[src/rtl/vga_layer_compositor.sv]
// Composites prioritised overlay layers onto a VGA stream in two pipeline stages and
// applies a frame-synchronous global fade paced by the 1 ms tick.
module vga_layer_compositor #(
    parameter int unsigned NUM_LAYERS   = 4,
    parameter int unsigned COLOR_W      = 4,
    parameter int unsigned FADE_STEP_MS = 32,
    parameter int unsigned PIPE         = 2
) (
    input  logic                            clk,
    input  logic                            rst,
    input  logic                            one_ms_tick,
    input  logic [10:0]                     hcount_in,
    input  logic [10:0]                     vcount_in,
    input  logic                            hsync_in,
    input  logic                            vsync_in,
    input  logic                            hblnk_in,
    input  logic                            vblnk_in,
    input  logic [3*COLOR_W-1:0]            bg_rgb_in,
    input  logic [NUM_LAYERS*3*COLOR_W-1:0] layer_rgb_in,
    input  logic [NUM_LAYERS-1:0]           layer_opaque_in,
    input  logic [NUM_LAYERS-1:0]           layer_en,
    input  logic                            fade_start,
    input  logic                            fade_dir,
    output logic [10:0]                     hcount_out,
    output logic [10:0]                     vcount_out,
    output logic                            hsync_out,
    output logic                            vsync_out,
    output logic                            hblnk_out,
    output logic                            vblnk_out,
    output logic [3*COLOR_W-1:0]            rgb_out,
    output logic                            fade_busy,
    output logic [3:0]                      fade_level,
    output logic                            fade_done
);

    localparam int unsigned RGB_W  = 3 * COLOR_W;
    localparam int unsigned PROD_W = COLOR_W + 4;
    localparam int unsigned TCNT_W = (FADE_STEP_MS > 1) ? $clog2(FADE_STEP_MS) : 1;
    localparam logic [TCNT_W-1:0] TCNT_LAST = TCNT_W'(FADE_STEP_MS - 1);

    // The pixel path is hard-wired to two register stages.
    if (PIPE != 2) begin : g_pipe_check
        $error("vga_layer_compositor supports PIPE == 2 only");
    end

    typedef enum logic {IDLE, FADING} fade_state_t;

    fade_state_t       state, state_n;
    logic [3:0]        pend_lvl, pend_n;
    logic [TCNT_W-1:0] tcnt, tcnt_n;
    logic              dir, dir_n;
    logic              done_n;

    logic [RGB_W-1:0]  sel_rgb_c;
    logic [RGB_W-1:0]  scaled_c;
    logic [RGB_W-1:0]  s1_rgb;
    logic [10:0]       s1_hcount, s1_vcount;
    logic              s1_hsync, s1_vsync, s1_hblnk, s1_vblnk;
    logic              vblnk_q;

    // Stage 1 select: later (higher) layers override earlier ones.
    always_comb begin
        sel_rgb_c = bg_rgb_in;
        for (int i = 0; i < int'(NUM_LAYERS); i++) begin
            if (layer_en[i] && layer_opaque_in[i]) begin
                sel_rgb_c = layer_rgb_in[i*RGB_W +: RGB_W];
            end
        end
    end

    // Stage 2 fade: c * (level+1) >> 4, so level 15 is identity.
    always_comb begin
        logic [PROD_W-1:0] prod;
        logic [4:0]        mult;
        scaled_c = '0;
        mult     = 5'({1'b0, fade_level} + 5'd1);
        for (int c = 0; c < 3; c++) begin
            prod = PROD_W'(s1_rgb[c*COLOR_W +: COLOR_W]) * PROD_W'(mult);
            scaled_c[c*COLOR_W +: COLOR_W] = prod[PROD_W-1:4];
        end
    end

    always_ff @(posedge clk) begin
        if (rst) begin
            s1_rgb     <= '0;
            s1_hcount  <= '0;
            s1_vcount  <= '0;
            s1_hsync   <= 1'b0;
            s1_vsync   <= 1'b0;
            s1_hblnk   <= 1'b0;
            s1_vblnk   <= 1'b0;
            hcount_out <= '0;
            vcount_out <= '0;
            hsync_out  <= 1'b0;
            vsync_out  <= 1'b0;
            hblnk_out  <= 1'b0;
            vblnk_out  <= 1'b0;
            rgb_out    <= '0;
        end else begin
            s1_rgb     <= sel_rgb_c;
            s1_hcount  <= hcount_in;
            s1_vcount  <= vcount_in;
            s1_hsync   <= hsync_in;
            s1_vsync   <= vsync_in;
            s1_hblnk   <= hblnk_in;
            s1_vblnk   <= vblnk_in;
            hcount_out <= s1_hcount;
            vcount_out <= s1_vcount;
            hsync_out  <= s1_hsync;
            vsync_out  <= s1_vsync;
            hblnk_out  <= s1_hblnk;
            vblnk_out  <= s1_vblnk;
            rgb_out    <= (s1_hblnk || s1_vblnk) ? '0 : scaled_c;
        end
    end

    // Applied level only follows the pending level at the start of vertical blanking.
    always_ff @(posedge clk) begin
        if (rst) begin
            vblnk_q    <= 1'b0;
            fade_level <= 4'hF;
        end else begin
            vblnk_q <= vblnk_in;
            if (vblnk_in && !vblnk_q) begin
                fade_level <= pend_lvl;
            end
        end
    end

    always_ff @(posedge clk) begin
        if (rst) begin
            state     <= IDLE;
            pend_lvl  <= 4'hF;
            tcnt      <= '0;
            dir       <= 1'b1;
            fade_done <= 1'b0;
            fade_busy <= 1'b0;
        end else begin
            state     <= state_n;
            pend_lvl  <= pend_n;
            tcnt      <= tcnt_n;
            dir       <= dir_n;
            fade_done <= done_n;
            fade_busy <= (state_n == FADING);
        end
    end

    // Fade sequencer; a start request has priority over a coincident tick.
    always_comb begin
        state_n = state;
        pend_n  = pend_lvl;
        tcnt_n  = tcnt;
        dir_n   = dir;
        done_n  = 1'b0;
        if (fade_start) begin
            dir_n  = fade_dir;
            tcnt_n = '0;
            if (pend_lvl == {4{fade_dir}}) begin
                done_n  = 1'b1;
                state_n = IDLE;
            end else begin
                state_n = FADING;
            end
        end else if (state == FADING && one_ms_tick) begin
            if (tcnt == TCNT_LAST) begin
                tcnt_n = '0;
                if (pend_lvl != {4{dir}}) begin
                    pend_n = dir ? 4'(pend_lvl + 4'd1) : 4'(pend_lvl - 4'd1);
                end
                if (pend_n == {4{dir}}) begin
                    state_n = IDLE;
                    done_n  = 1'b1;
                end
            end else begin
                tcnt_n = TCNT_W'(tcnt + TCNT_W'(1));
            end
        end
    end

endmodule

[config.mk]
export PLATFORM = sky130hd
export DESIGN_NAME = vga_layer_compositor
export DESIGN_NICKNAME = d
export VERILOG_FILES = /design/src/rtl/vga_layer_compositor.sv
export SDC_FILE = /design/constraint.sdc
export NUM_CORES = 1
export LEC_CHECK = 0
export BUFFER_PORTS_ARGS = -buffer_cell sky130_fd_sc_hd__clkbuf_2
export CORE_MARGIN = 5
export CORE_UTILIZATION = 56
export DETAILED_ROUTE_END_ITERATION = 6
export GPL_TIMING_DRIVEN = 0
export PLACE_DENSITY = 0.86
export SETUP_SLACK_MARGIN = 0.5
export SYNTH_ARGS = -nofsm -noshare
export SYNTH_HDL_FRONTEND = slang
export SYNTH_SLANG_ARGS = --single-unit
[constraint.sdc]
create_clock -name clk -period 10.8 [get_ports clk]
set_clock_uncertainty 0.2 [all_clocks]
set_input_delay 2.16 -clock clk [delete_from_list [all_inputs] [get_ports clk]]
set_output_delay 2.16 -clock clk [all_outputs]
set_load 0.01 [all_outputs]
After elaboration in Yosys (flattened, before gate mapping)
Index checks and enable logic that the tools add are counted.
W data, S select, Z words.
{"block": "word_totals", "ff_bits": 92, "latchBits": 0, "mem_bits_rw": 0, "mem_bits_ro": 0, "inputBits": 99, "out_inout_bits": 44, "mem_count": 0}
{"block": "op_classes", "addsub": 4, "mul": 3, "div_mod_pow": 0, "order_cmp": 0, "eq_ne": 4, "shift": 0, "n_mux": 20, "bitwise_logic": 1, "n_reduce_logical": 15}
{"cell": "$mux W12", "n": 4}
{"cell": "$mul A4 B5 Y8", "n": 3}
{"cell": "$mux W4", "n": 5}
{"cell": "$mux W1", "n": 10}
{"cell": "$eq A4 B4 Y1", "n": 2}
{"cell": "$logic_and A1 B1 Y1", "n": 6}
{"cell": "$reduce_and A3 Y1", "n": 2}
{"cell": "$reduce_bool A2 Y1", "n": 3}
{"cell": "$add A4 B1 Y5 const B", "n": 1}
{"cell": "$add A5 B1 Y5 const B", "n": 1}
{"cell": "$eq A5 B5 Y1 const B", "n": 1}
{"cell": "$mux W5", "n": 1}
{"cell": "$add A4 B1 Y4 const B", "n": 1}
{"cell": "$ne A4 B4 Y1", "n": 1}
{"cell": "$reduce_or A2 Y1", "n": 2}
{"cell": "$sub A4 B1 Y4 const B", "n": 1}
{"cell": "$logic_not A1 Y1", "n": 1}
{"cell": "$logic_or A1 B1 Y1", "n": 1}
{"cell": "$not A1 Y1", "n": 1}

Logic depth before layout (Yosys ltp)
Gate-level depths: netlist of run 1.
{"block": "logic_depth", "word_depth": 11, "mapped_depth": 13, "depth_no_buf": 12}

Worst setup path before layout of run 1
No wires, ideal clock.
{"block": "synth_path", "kind": "reg2reg", "start": "register fade_level[0]", "end": "register rgb_out[7]", "setup_time_ps": 72, "arrival_ps": 3394, "required_ps": 10528, "setup_slack_ps": 7134, "stages_incl_launch_ff": 14, "n_path_buf": 1, "period_less_slack_ps": 3666, "cell_sequence": "dfxtp_1 ha_1 xor2_1 clkbuf_1 nand2_1 fa_1 fa_1 inv_1 ha_1 and4_1 a21oi_1 o21bai_1 a31oi_1 mux2i_1"}
{"block": "synth_via", "elab_chain_len": 2}
{"element": "start: declaration", "line": "32", "text": "output logic [3:0] fade_level,"}
{"element": "start signal: assignment", "line": "125", "text": "fade_level <= pend_lvl;"}
{"element": "$add A4 B1 Y5", "line": "76", "text": "mult = 5'({1'b0, fade_level} + 5'd1);"}
{"element": "$mul A4 B5 Y8", "line": "78", "text": "prod = PROD_W'(s1_rgb[c*COLOR_W +: COLOR_W]) * PROD_W'(mult);"}
{"element": "end signal: assignment", "line": "113", "text": "rgb_out <= (s1_hblnk || s1_vblnk) ? '0 : scaled_c;"}
{"element": "end: declaration", "line": "30", "text": "output logic [3*COLOR_W-1:0] rgb_out,"}
No other way between the ends.
A chain may end at the register's enable or synchronous reset.

Worst setup path in the final report of run 1
{"block": "layout_path", "start": "register fade_level[0]", "end": "register rgb_out[11]"}
Same word-level chain as after synthesis.

==> summary.txt, run 1 <==
Logic synthesis
  – Ranking of synthesized cells by area: dfxtp_1 (39%), ha_1 (8.4%), nor2b_1 (7.3%)
  – EDFF count, synth: 0
  – Post-Syn Area: between 0.004 and 0.005 sq mm
  – Dominant synthesized flop cell: dfxtp_1
  – Asr flop ratio synth: 0%
  – Netlist cell types: 45
  – Top-count cell post-synth: dfxtp_1
  – Post-Syn Nets: approximately 670
  – Cells after synthesis: 525
  – Post-Syn Area per Cell: 9.092 sq um
  – Top cell type's share of synthesized area: 38.58%
  – Top cells by count, synth: dfxtp_1 (92), nor2b_1 (56), nand2_1 (55), nor2_1 (33), ha_1 (32)
  – Yosys warning total: 0
  – Flops & latches, synth: about 90
  – Seq/Total Area, Yosys: just under 40%
  – Post-synth top area cell: dfxtp_1

Setup path
  – Setup CP Type: reg2reg
  – Crit end category: register
  – Critical path required time: 10.89 ns
  – Data arrival, critical path: 4.33 ns
  – CP max FO: 11
  – CP Launch Type: register

Power
  – Switching share of power: around 30%
  – Clk pwr share: 30.2%
  – Pwr Total: 730.7 uW
  – Pint: 513.9 uW
  – Reg power frac: 50.1%
  – LEAKAGE: 2.835 nW
  – Maximum VDD drop: 85.89 uV
  – Combinational share of power: 19.6%
  – Pwr/cell area: 125.9 mW/mm^2
  – Net load switching power: 216.8 uW

CTS
  – CTS Buf Count: 9
  – Post-CTS sizing: 0
  – Worst skew pair latency: 0.36 ns
  – Max Root-Sink Buffers: 2
  – Clk sink count: 92
  – Root buf cell: clkbuf_8
  – Setup Fix Bufs, Post-CTS: 0
  – Hold-fix buffers, CTS: 0
  – CTS tree: yes
  – Htree depth: 3
  – Clk slew on worst S/H paths: ~0.10 ns

Route
  – DR vias/cell: approximately 5.1
  – Via Count: 4047
  – WL/cell: 13.53 microns
  – Drt first-iter violations: 249
  – ANT nets after route: 0
  – Drt drc: 0
  – Drt total wl: roughly 11000 microns
  – Drt pass-1 iters: 4

Timing
  – Final worst-path cycle share: between 30% and 40%
  – Final WS setup: 6.557 ns
  – Fin. max-slew vios: 0
  – WHS: 0.2327 ns
  – Slew @ Worst Pin: 0.4934 ns
  – RSZ-0062 raised after global routing: false
  – Final setup viols: 0
  – Peak Freq: 235.7 MHz
  – Max_slew headroom: 67.10%
  – Setup TNS: 0 ns
  – Final count of hold timing violations: 0
  – Crit path time final: ~4.2 ns

Placed design
  – RePlAce Congestion: 0.9374
  – Port Buffers: 141
  – Instance area at placement: between 0.005 and 0.006 sq mm
  – Pre-CTS setup slack: 6.631 ns
  – HPWL after DPL: 8586 microns

GRT
  – Total GRT Usage: 20.95%
  – Largest net degree at the start of global routing: 19
  – First-pass GRT wire length: 17700 microns
  – Gr ovfl total: 0
  – Number of global-route vias before repair: about 4000
  – Antenna violations before repair: 0

Cells and area
  – Layout cells sized above 1: 24.63%
  – Ant. Diodes: 0
  – Area delta synth->final: 21.60%
  – Nets: ~820
  – Design area: ~0.0058 sq mm

Floorplan
  – Die Width: ~100 microns
  – Die area: 0.01047 sq mm
  – Die height: about 100 microns
  – Num rows: 33
  – Initial Utilization: 57.80%
  – IO Pins: 143
  – Core Box Area: roughly 0.0083 sq mm

Outcome
  – Status: finished, final reports clean

Min path
  – Worst hold-check path type: reg2reg

Run
  – Number of max-cap violations: 0
-- state kept, by name (all words and copies together) (netlist names), 4 cells and up --
name / count
rgb_out: 12
vcount_out: 11
tcnt: 5
fade_level: 4
s1_vcount: 11
s1_rgb: 12
pend_lvl: 4
s1_hcount: 11
hcount_out: 11
-- worst paths after layout --
check                             start                        to  slack [ns]  depth (start not counted)
max          fade_level[0]$_SDFFE_PP1P_    rgb_out[11]$_SDFF_PP0_        6.56                         13
min             s1_hcount[5]$_SDFF_PP0_  hcount_out[5]$_SDFF_PP0_        0.23                          1
max reg2reg  fade_level[0]$_SDFFE_PP1P_    rgb_out[11]$_SDFF_PP0_        6.56                         13
min reg2reg     s1_hcount[5]$_SDFF_PP0_  hcount_out[5]$_SDFF_PP0_        0.23                          1
-- placed cells by master (no fill, tap or decap), types with 11 or more instances in the layout --
master	netlist	layout
inv_1	23	23
nand2b_1	11	11
nand3_1	15	15
and2_1	24	24
nand2_1	55	55
xnor2_1	16	16
dfxtp_1	92	92
a311oi_1	12	12
nor2_1	33	33
nor2b_1	56	56
a211oi_1	15	15
a21oi_1	25	25
clkbuf_2	0	141
fa_1	16	16
mux2i_1	12	12
ha_1	32	32
clkbuf_1	24	24
-- power groups by stage --
| stage | sequential (mW) | clock (mW) | combinational (mW) |
|---|---|---|---|
| floorplan | 0.376 | 0 | 0.0912 |
| global placement | 0.374 | 0 | 0.136 |
| detailed placement | 0.374 | 0 | 0.142 |
| CTS | 0.366 | 0.225 | 0.144 |
| global route | 0.369 | 0.241 | 0.163 |
| finish | 0.366 | 0.221 | 0.143 |
-- routing by layer --
layer	GRT usage [%]	part of all wire (%)	wire length (microns)	up-vias
met1	24.89	41	4336	1829
met4	7.972	2.2	233	0
li1	-	-	-	2073
met5	0	0	0	-
met3	3.891	5.9	630	18
met2	37.43	51	5449	127
-- worst max-delay path, stage by stage, from the launching register on --
cell      delay (ns)
dfxtp_1         0.53
ha_1            0.24
xor2_1          0.28
clkbuf_1        0.40
nand2_1         0.13
fa_1            0.49
inv_1           0.05
fa_1            0.48
ha_1            0.31
and4_1          0.19
a21oi_1         0.27
o21bai_1        0.16
a31oi_1         0.23
mux2i_1         0.21
-- final cells by class --
class	count	area, sq um
fill	661	2454
inverter	25	93.84
clock inverter	7	70.07
sequential	92	1842
tap	105	131.4
clock buffer	9	123.9
buffer	29	127.6
timing repair buffer	141	705.7
multi-input combinational	379	2710
-- kinds of logic after synthesis --
logic type / count (synthesis) / share of synthesized area, %
DFF: 92 / 38.58
AOI/OAI and AO/OA: 79 / 11.22
xor gates and xnor gates: 17 / 3.119
muxes: 13 / 2.831
buffers and inverters: 54 / 4.640
adders and majority gates: 48 / 15.10
and+or+nand+nor: 222 / 24.51
-- through the flow --
stage	instances	utilization (%)
2_1_floorplan	525	-
3_3_place_gp	771	67.94
3_5_place_dp	771	67.94
4_1_cts	787	70.29
5_1_grt	787	70.29
6_report	787	70.29
Power figures use the tool's default switching activity.
==> run 2, diff against run 1 <==
CORE_UTILIZATION = 52   (was 56)
PLACE_DENSITY = 0.8   (was 0.86)
clock period = 4.1 ns   (was 10.8 ns; I/O delays follow)
==> summary.txt, run 2 (synthesized netlist as in run 1, its figures left out) <==
Floorplan
  – Initial Utilization: 52.40% (-5.4 points)
  – Core Box Area: 0.009109 sq mm (+10%)
  – Die height: 105.8 microns (+3.4%)
  – Die area: 0.01120 sq mm (+6.9%)
  – Num rows: 35 (+6.1%)
  – IO Pins: 143 (unchanged)
  – Die Width: 105.8 microns (+3.4%)

GRT
  – Met1 usage: 22.26% (-2.6 points)
  – Gr busiest metal: met2
  – First-pass GRT wire length: 17890 microns (+1.1%)
  – Gr ovfl total: 0 (unchanged)
  – Antenna violations before repair: 0 (unchanged)
  – Total GRT Usage: 19.40% (-1.6 points)
  – Largest net degree at the start of global routing: 20 (+1)
  – GR met2 Demand/Resource: 34.61% (-2.8 points)
  – Number of global-route vias before repair: 4132 (+1.2%)
  – M3 GR Usage: 5.634% (+1.7 points)

Placed design
  – Instance area at placement: 0.005619 sq mm (+0.16%)
  – Port Buffers: 141 (unchanged)
  – RePlAce Congestion: 0.9055 (-3.4%)
  – HPWL after DPL: 8805 microns (+2.6%)

Timing
  – Setup TNS: 0 ns (unchanged)
  – Final count of hold timing violations: 0 (unchanged)
  – Crit path time final: 3.447 ns (-0.7959 ns)
  – Final worst-path cycle share: 84.08% (+45 points)
  – Final setup viols: 0 (unchanged)
  – Fin. max-slew vios: 0 (unchanged)
  – Peak Freq: 290.1 MHz (+23%)
  – Max_slew headroom: 66.02% (-1.1 points)
  – WHS: 0.2375 ns (+0.004820 ns)
  – RSZ-0062 raised after global routing: false
  – Slew @ Worst Pin: 0.5097 ns (+0.01621 ns)

Route
  – WL/cell: 13.42 microns (-0.81%)
  – Drt total wl: 10720 microns (+0.70%)
  – Drt drc: 0 (unchanged)
  – Drt pass-1 iters: 5 (+1)
  – Via Count: 4044 (-0.074%)
  – ANT nets after route: 0 (unchanged)
  – Drt first-iter violations: 173 (-31%)
  – DR vias/cell: 5.061 (-1.6%)

Outcome
  – Status: finished, final reports clean

Cells and area
  – Fillers: 739 (+12%)
  – Ant. Diodes: 0 (unchanged)
  – Final Util: 65.26% (-5.0 points)
  – Area delta synth->final: 24.53%
  – Layout cells sized above 1: 27.62% (+3.0 points)
  – Design area: 0.005944 sq mm (+2.4%)
  – Most common cell after layout, fill and taps aside: clkbuf_2
  – Largest registers: rgb_out: 12 flops, s1_rgb: 12 flops
  – Commonest non-fill, non-tap cells in the layout: clkbuf_2 (141), dfxtp_1 (89), nor2b_1 (56)
  – Nets: 830 (+0.73%)

Run
  – Number of max-cap violations: 0 (unchanged)

Setup path
  – Critical path required time: 4.18 ns (-6.71 ns)
  – CP max FO: 5 (-6)
  – Worst reg2reg path depth: 13 (unchanged)
  – Crit-path max cell delay: 0.54 ns (about the same)
  – Worst R2R Start: fade_level[1]$_SDFFE_PP1P_
  – Crit path max-delay family: adder cells
  – Data arrival, critical path: 3.53 ns (-0.80 ns)
  – Worst Setup SP: fade_level[1]$_SDFFE_PP1P_
  – Bufs and invs on worst path: 2 (unchanged)
  – Slowest cell on crit path: fa_1
  – CP Launch Type: register
  – Crit end category: register
  – Setup CP Type: reg2reg
  – CP cell instances: ha_4, xor2_4, buf_8, nand2_1, fa_1, inv_1, fa_1, ha_1, and4_1, a21oi_2, o21bai_2, a31oi_1, mux2i_1
  – Most common cell on crit path: fa_1
  – Stages on worst setup path: 13 (unchanged)

Min path
  – Hold Path Stages: 1 (unchanged)
  – Critical hold path startpoint: s1_hcount[5]$_SDFF_PP0_
  – Worst hold-check path type: reg2reg

CTS
  – Clk sink count: 92 (unchanged)
  – Root buf cell: clkbuf_8
  – Htree depth: 3 (unchanged)
  – CTS Buf Count: 9 (unchanged)
  – Hold-fix buffers, CTS: 0 (unchanged)
  – Clk slew on worst S/H paths: 0.10 ns (about the same)
  – Worst skew pair latency: 0.36 ns (about the same)
  – CTS tree: yes
  – Max Root-Sink Buffers: 2 (unchanged)

Power
  – Pint: 1.366 mW (+170%)
  – Pwr/cell area: 327.3 mW/mm^2 (+160%)
  – Clk pwr share: 30.2% (about the same)
  – Pwr Total: 1.945 mW (+170%)
  – Net load switching power: 579.4 uW (+170%)
  – Maximum VDD drop: 174.4 uV (+100%)
  – LEAKAGE: 2.900 nW (+2.3%)
  – Switching share of power: 29.78% (+0.12 points)
  – Reg power frac: 49.5% (-0.6 points)
  – Combinational share of power: 20.3% (+0.7 points)
[run 2: final timing paths]
kind / to / slack [ns]
worst max-delay path: rgb_out[3]$_SDFF_PP0_ / 0.65
worst min-delay path: hcount_out[5]$_SDFF_PP0_ / 0.24
worst max register to register: rgb_out[3]$_SDFF_PP0_ / 0.65
worst min register to register: hcount_out[5]$_SDFF_PP0_ / 0.24
[run 2: power groups by stage]
| stage | registers (mW) | clock network, mW | logic [mW] |
|---|---|---|---|
| 2_1_floorplan | 0.991 | 0 | 0.240 |
| 3_3_place_gp | 0.985 | 0 | 0.360 |
| 3_5_place_dp | 0.987 | 0 | 0.376 |
| 4_1_cts | 0.964 | 0.602 | 0.388 |
| 5_1_grt | 0.971 | 0.643 | 0.447 |
| 6_report | 0.964 | 0.587 | 0.395 |
[run 2: final cells by class]
type | instances | area, sq um | share of cell area, %
multi-input cells | 379 | 2768 | 46.56
flip-flops and latches | 92 | 1853 | 31.17
repair buffers | 147 | 750.7 | 12.63
plain buffers | 29 | 143.9 | 2.421
well taps | 111 | 138.9 | 2.336
clock buffers | 9 | 123.9 | 2.084
inverters | 25 | 93.84 | 1.579
clock inverters | 7 | 72.57 | 1.221
[run 2: routing by layer]
| metal | wire [microns] | vias up | share of wire, % |
|---|---|---|---|
| li1 | - | 2080 | - |
| met5 | 0 | - | 0 |
| met3 | 672 | 8 | 6.3 |
| met2 | 5516 | 118 | 51 |
| met4 | 81 | 0 | 0.76 |
| met1 | 4454 | 1838 | 42 |
[run 2: stage by stage]
step	cells	setup slack, ns
finish	799	0.6526
global route	799	0.4960
CTS	796	0.5218
detailed placement	777	0.01205
global placement	777	0.1075
floorplan	525	0.5454
[run 2: repair_timing]
action | CTS | global route
endpoints found under the setup margin | 12 | 8
resized for setup | 12 | 14
pin swaps | 5 | 11
buffers inserted | 3 | 3
==> run 3, diff against run 2 <==
ABC_AREA = 1   (was not set)
clock period = 3.55 ns   (was 4.1 ns; I/O delays follow)
==> summary.txt, run 3 <==
Timing
  – Setup TNS: 0 ns (unchanged)
  – Fin. max-slew vios: 0 (unchanged)
  – Final setup viols: 0 (unchanged)
  – Peak Freq: 312.4 MHz (+7.7%)
  – WHS: 0.2060 ns (-0.03151 ns)
  – Slew @ Worst Pin: 1.189 ns (+0.6789 ns)
  – Final count of hold timing violations: 0 (unchanged)
  – Crit path time final: 3.201 ns (-0.2468 ns)
  – RSZ-0062 raised after global routing: true
  – Max_slew headroom: 20.15% (-46 points)
  – Final worst-path cycle share: 90.16% (+6.1 points)
  – Final WS setup: 0.3494 ns (-0.3032 ns)

CTS
  – CTS Buf Count: 9 (unchanged)
  – Htree depth: 3 (unchanged)
  – Hold-fix buffers, CTS: 0 (unchanged)
  – CTS tree: yes
  – Clk slew on worst S/H paths: 0.10 ns (about the same)
  – Worst skew pair latency: 0.36 ns (about the same)
  – Max Root-Sink Buffers: 2 (unchanged)
  – Root buf cell: clkbuf_8
  – Clk sink count: 92 (unchanged)

Floorplan
  – Num rows: 35 (unchanged)
  – Die area: 0.01132 sq mm (+1.1%)
  – Core Box Area: 0.009153 sq mm (+0.48%)
  – Die height: 106.4 microns (+0.57%)
  – IO Pins: 143 (unchanged)
  – Initial Utilization: 52.81% (+0.41 points)
  – Die Width: 106.4 microns (+0.57%)

Setup path
  – Setup CP Type: reg2reg
  – Critical path required time: 3.60 ns (-0.58 ns)
  – Crit path max-delay family: adder cells
  – Slowest cell on crit path: fa_1
  – CP max FO: 5 (unchanged)
  – CP cell instances: buf_4, nand3_1, xor2_2, inv_2, nor2_2, fa_1, inv_2, fa_1, inv_2, ha_4, a21oi_4, nand2_2, nand2_1, nand2_1, nor2_1, nor3b_2
  – Data arrival, critical path: 3.25 ns (-0.28 ns)
  – CP Launch Type: register
  – Crit-path max cell delay: 0.45 ns (-0.09 ns)
  – Most common cell on crit path: inv_2
  – Crit end category: register
  – Bufs and invs on worst path: 4 (+2)

Cells and area
  – Design area: 0.006407 sq mm (+7.8%)
  – Largest registers: rgb_out: 12 flops, s1_rgb: 12 flops
  – Nets: 959 (+16%)
  – Final Util: 70.01% (+4.7 points)
  – Most common cell after layout, fill and taps aside: clkbuf_2
  – FF+latch area: 0.001853 sq mm (unchanged)
  – Area delta synth->final: 32.57%
  – Fillers: 696 (-5.8%)
  – Commonest non-fill, non-tap cells in the layout: clkbuf_2 (142), inv_1 (105), nor2_1 (95)
  – Area of the multi-input gates: 0.002780 sq mm (+0.45%)
  – Ant. Diodes: 0 (unchanged)
  – Non-filler instance count after layout: 928 (+16%)
  – Layout cells sized above 1: 32.68% (+5.1 points)

Logic synthesis
  – Flops & latches, synth: 92 (unchanged)
  – Top cells by count, synth: inv_1 (113), nor2_1 (101), dfxtp_1 (92), nand2_1 (92), a21oi_1 (44)
  – Cells after synthesis: 634 (+21%)
  – Netlist cell types: 33 (-27%)
  – EDFF count, synth: 0 (unchanged)
  – Seq/Total Area, Yosys: 38.11% (-0.48 points)
  – Post-synth top area cell: dfxtp_1
  – Ranking of synthesized cells by area: dfxtp_1 (38%), inv_1 (8.8%), ha_1 (8.3%)
  – Top cell type's share of synthesized area: 38.11% (-0.48 points)
  – Post-Syn Area: 0.004833 sq mm (+1.3%)
  – Yosys warning total: 0 (unchanged)
  – Post-Syn Nets: 781 (+16%)
  – Dominant synthesized flop cell: dfxtp_1
  – Post-Syn Area per Cell: 7.624 sq um (-16%)
  – Top-count cell post-synth: inv_1
  – Asr flop ratio synth: 0% (unchanged)

Placed design
  – HPWL after DPL: 9297 microns (+5.6%)
  – Placed Instances: 887 (+14%)
  – Instance area at placement: 0.005756 sq mm (+2.4%)
  – RePlAce Congestion: 0.8483 (-6.3%)
  – Pre-CTS setup slack: 0.2176 ns (+0.2056 ns)
  – Port Buffers: 142 (+0.71%)

Route
  – DR vias/cell: 5.024 (-0.74%)
  – ANT nets after route: 0 (unchanged)
  – Drt first-iter violations: 163 (-5.8%)
  – Via Count: 4662 (+15%)
  – Drt total wl: 12360 microns (+15%)
  – WL/cell: 13.32 microns (-0.74%)
  – Drt drc: 0 (unchanged)
  – Drt pass-1 iters: 4 (-1)

Power
  – Net load switching power: 806.2 uW (+39%)
  – Combinational share of power: 27.9% (+7.6 points)
  – Pint: 1.675 mW (+23%)
  – Clk pwr share: 26.8% (-3.4 points)
  – Pwr Total: 2.481 mW (+28%)
  – Pwr/cell area: 387.3 mW/mm^2 (+18%)
  – Reg power frac: 45.3% (-4.2 points)
  – Maximum VDD drop: 240.2 uV (+38%)
  – Switching share of power: 32.49% (+2.7 points)
  – LEAKAGE: 3.284 nW (+13%)

Min path
  – Worst hold-check path type: reg2reg

GRT
  – Largest net degree at the start of global routing: 18 (-10%)
  – Gr ovfl total: 0 (unchanged)
  – Antenna violations before repair: 0 (unchanged)
  – First-pass GRT wire length: 19780 microns (+11%)
  – Number of global-route vias before repair: 4464 (+8.0%)
  – Total GRT Usage: 21.39% (+2.0 points)

Run
  – Number of max-cap violations: 0 (unchanged)

Outcome
  – Status: finished, final reports clean
==> run 3: cell count changes after synthesis, moves of 19 or more <==
cell,before,now
a21oi_1,25,44
and2_1,24,0
inv_1,23,113
nand2_1,55,92
nor2_1,33,101
nor2b_1,56,0
==> run 3: final cells by class <==
class,instances,share of cell area [%]
sequential,92,28.92
inverter,119,7.147
multi-input combinational,404,43.39
timing repair buffer,167,14.14
tap,111,2.168
buffer,19,1.328
clock inverter,7,0.9764
clock buffer,9,1.933
==> run 3: cell families (layout without fill, tap and decap cells) <==
group                    Yosys count  after routing  share of synthesized area (%)
adder cells (fa/ha/maj)           48             48                          14.91
XOR/XNOR                          12             12                          2.174
AND/OR/NAND/NOR                  248            248                          22.24
flip-flops                        92             92                          38.11
AO/OA/AOI/OAI                     96             96                          11.62
buffers and inverters            138            321                          10.95
==> run 3: repair_timing <==
action                                  CTS  global route
pin swaps                                31            20
endpoints found under the setup margin   10            12
gates resized for setup                  35            19
buffers inserted                         19             6
==> run 3: layer usage <==
| layer | up-vias | GRT usage [%] | wire length, microns | share of wire, % |
|---|---|---|---|---|
| li1 | 2349 | - | - | - |
| met1 | 2142 | 25.51 | 4974 | 40 |
| met2 | 143 | 37.96 | 6389 | 52 |
| met3 | 28 | 3.643 | 694 | 5.6 |
| met4 | 0 | 8.858 | 304 | 2.5 |
| met5 | - | 0 | 0 | 0 |
==> run 3: power by group through the flow <==
stage               Sequential (mW)  Combinational, mW  Clock (mW)
floorplan                      1.15              0.345           0
global placement               1.15              0.513           0
detailed placement             1.15              0.529           0
CTS                            1.12              0.635       0.682
global route                   1.13              0.772       0.720
finish                         1.13              0.693       0.664
==> run 3: tightest hold or removal path, stage by stage (launching register included) <==
cell and delay, ns:
dfxtp_1 0.31, inv_1 0.04, nor2_1 0.03
==> run 3: worst paths after layout <==
check                              to  cells past startpoint  slack [ns]                        from
max reg2reg     rgb_out[6]$_SDFF_PP0_                     16        0.35  fade_level[1]$_SDFFE_PP1P_
max             rgb_out[6]$_SDFF_PP0_                     16        0.35  fade_level[1]$_SDFFE_PP1P_
min reg2reg  vcount_out[9]$_SDFF_PP0_                      2        0.21     s1_vcount[9]$_SDFF_PP0_
min          vcount_out[9]$_SDFF_PP0_                      2        0.21     s1_vcount[9]$_SDFF_PP0_
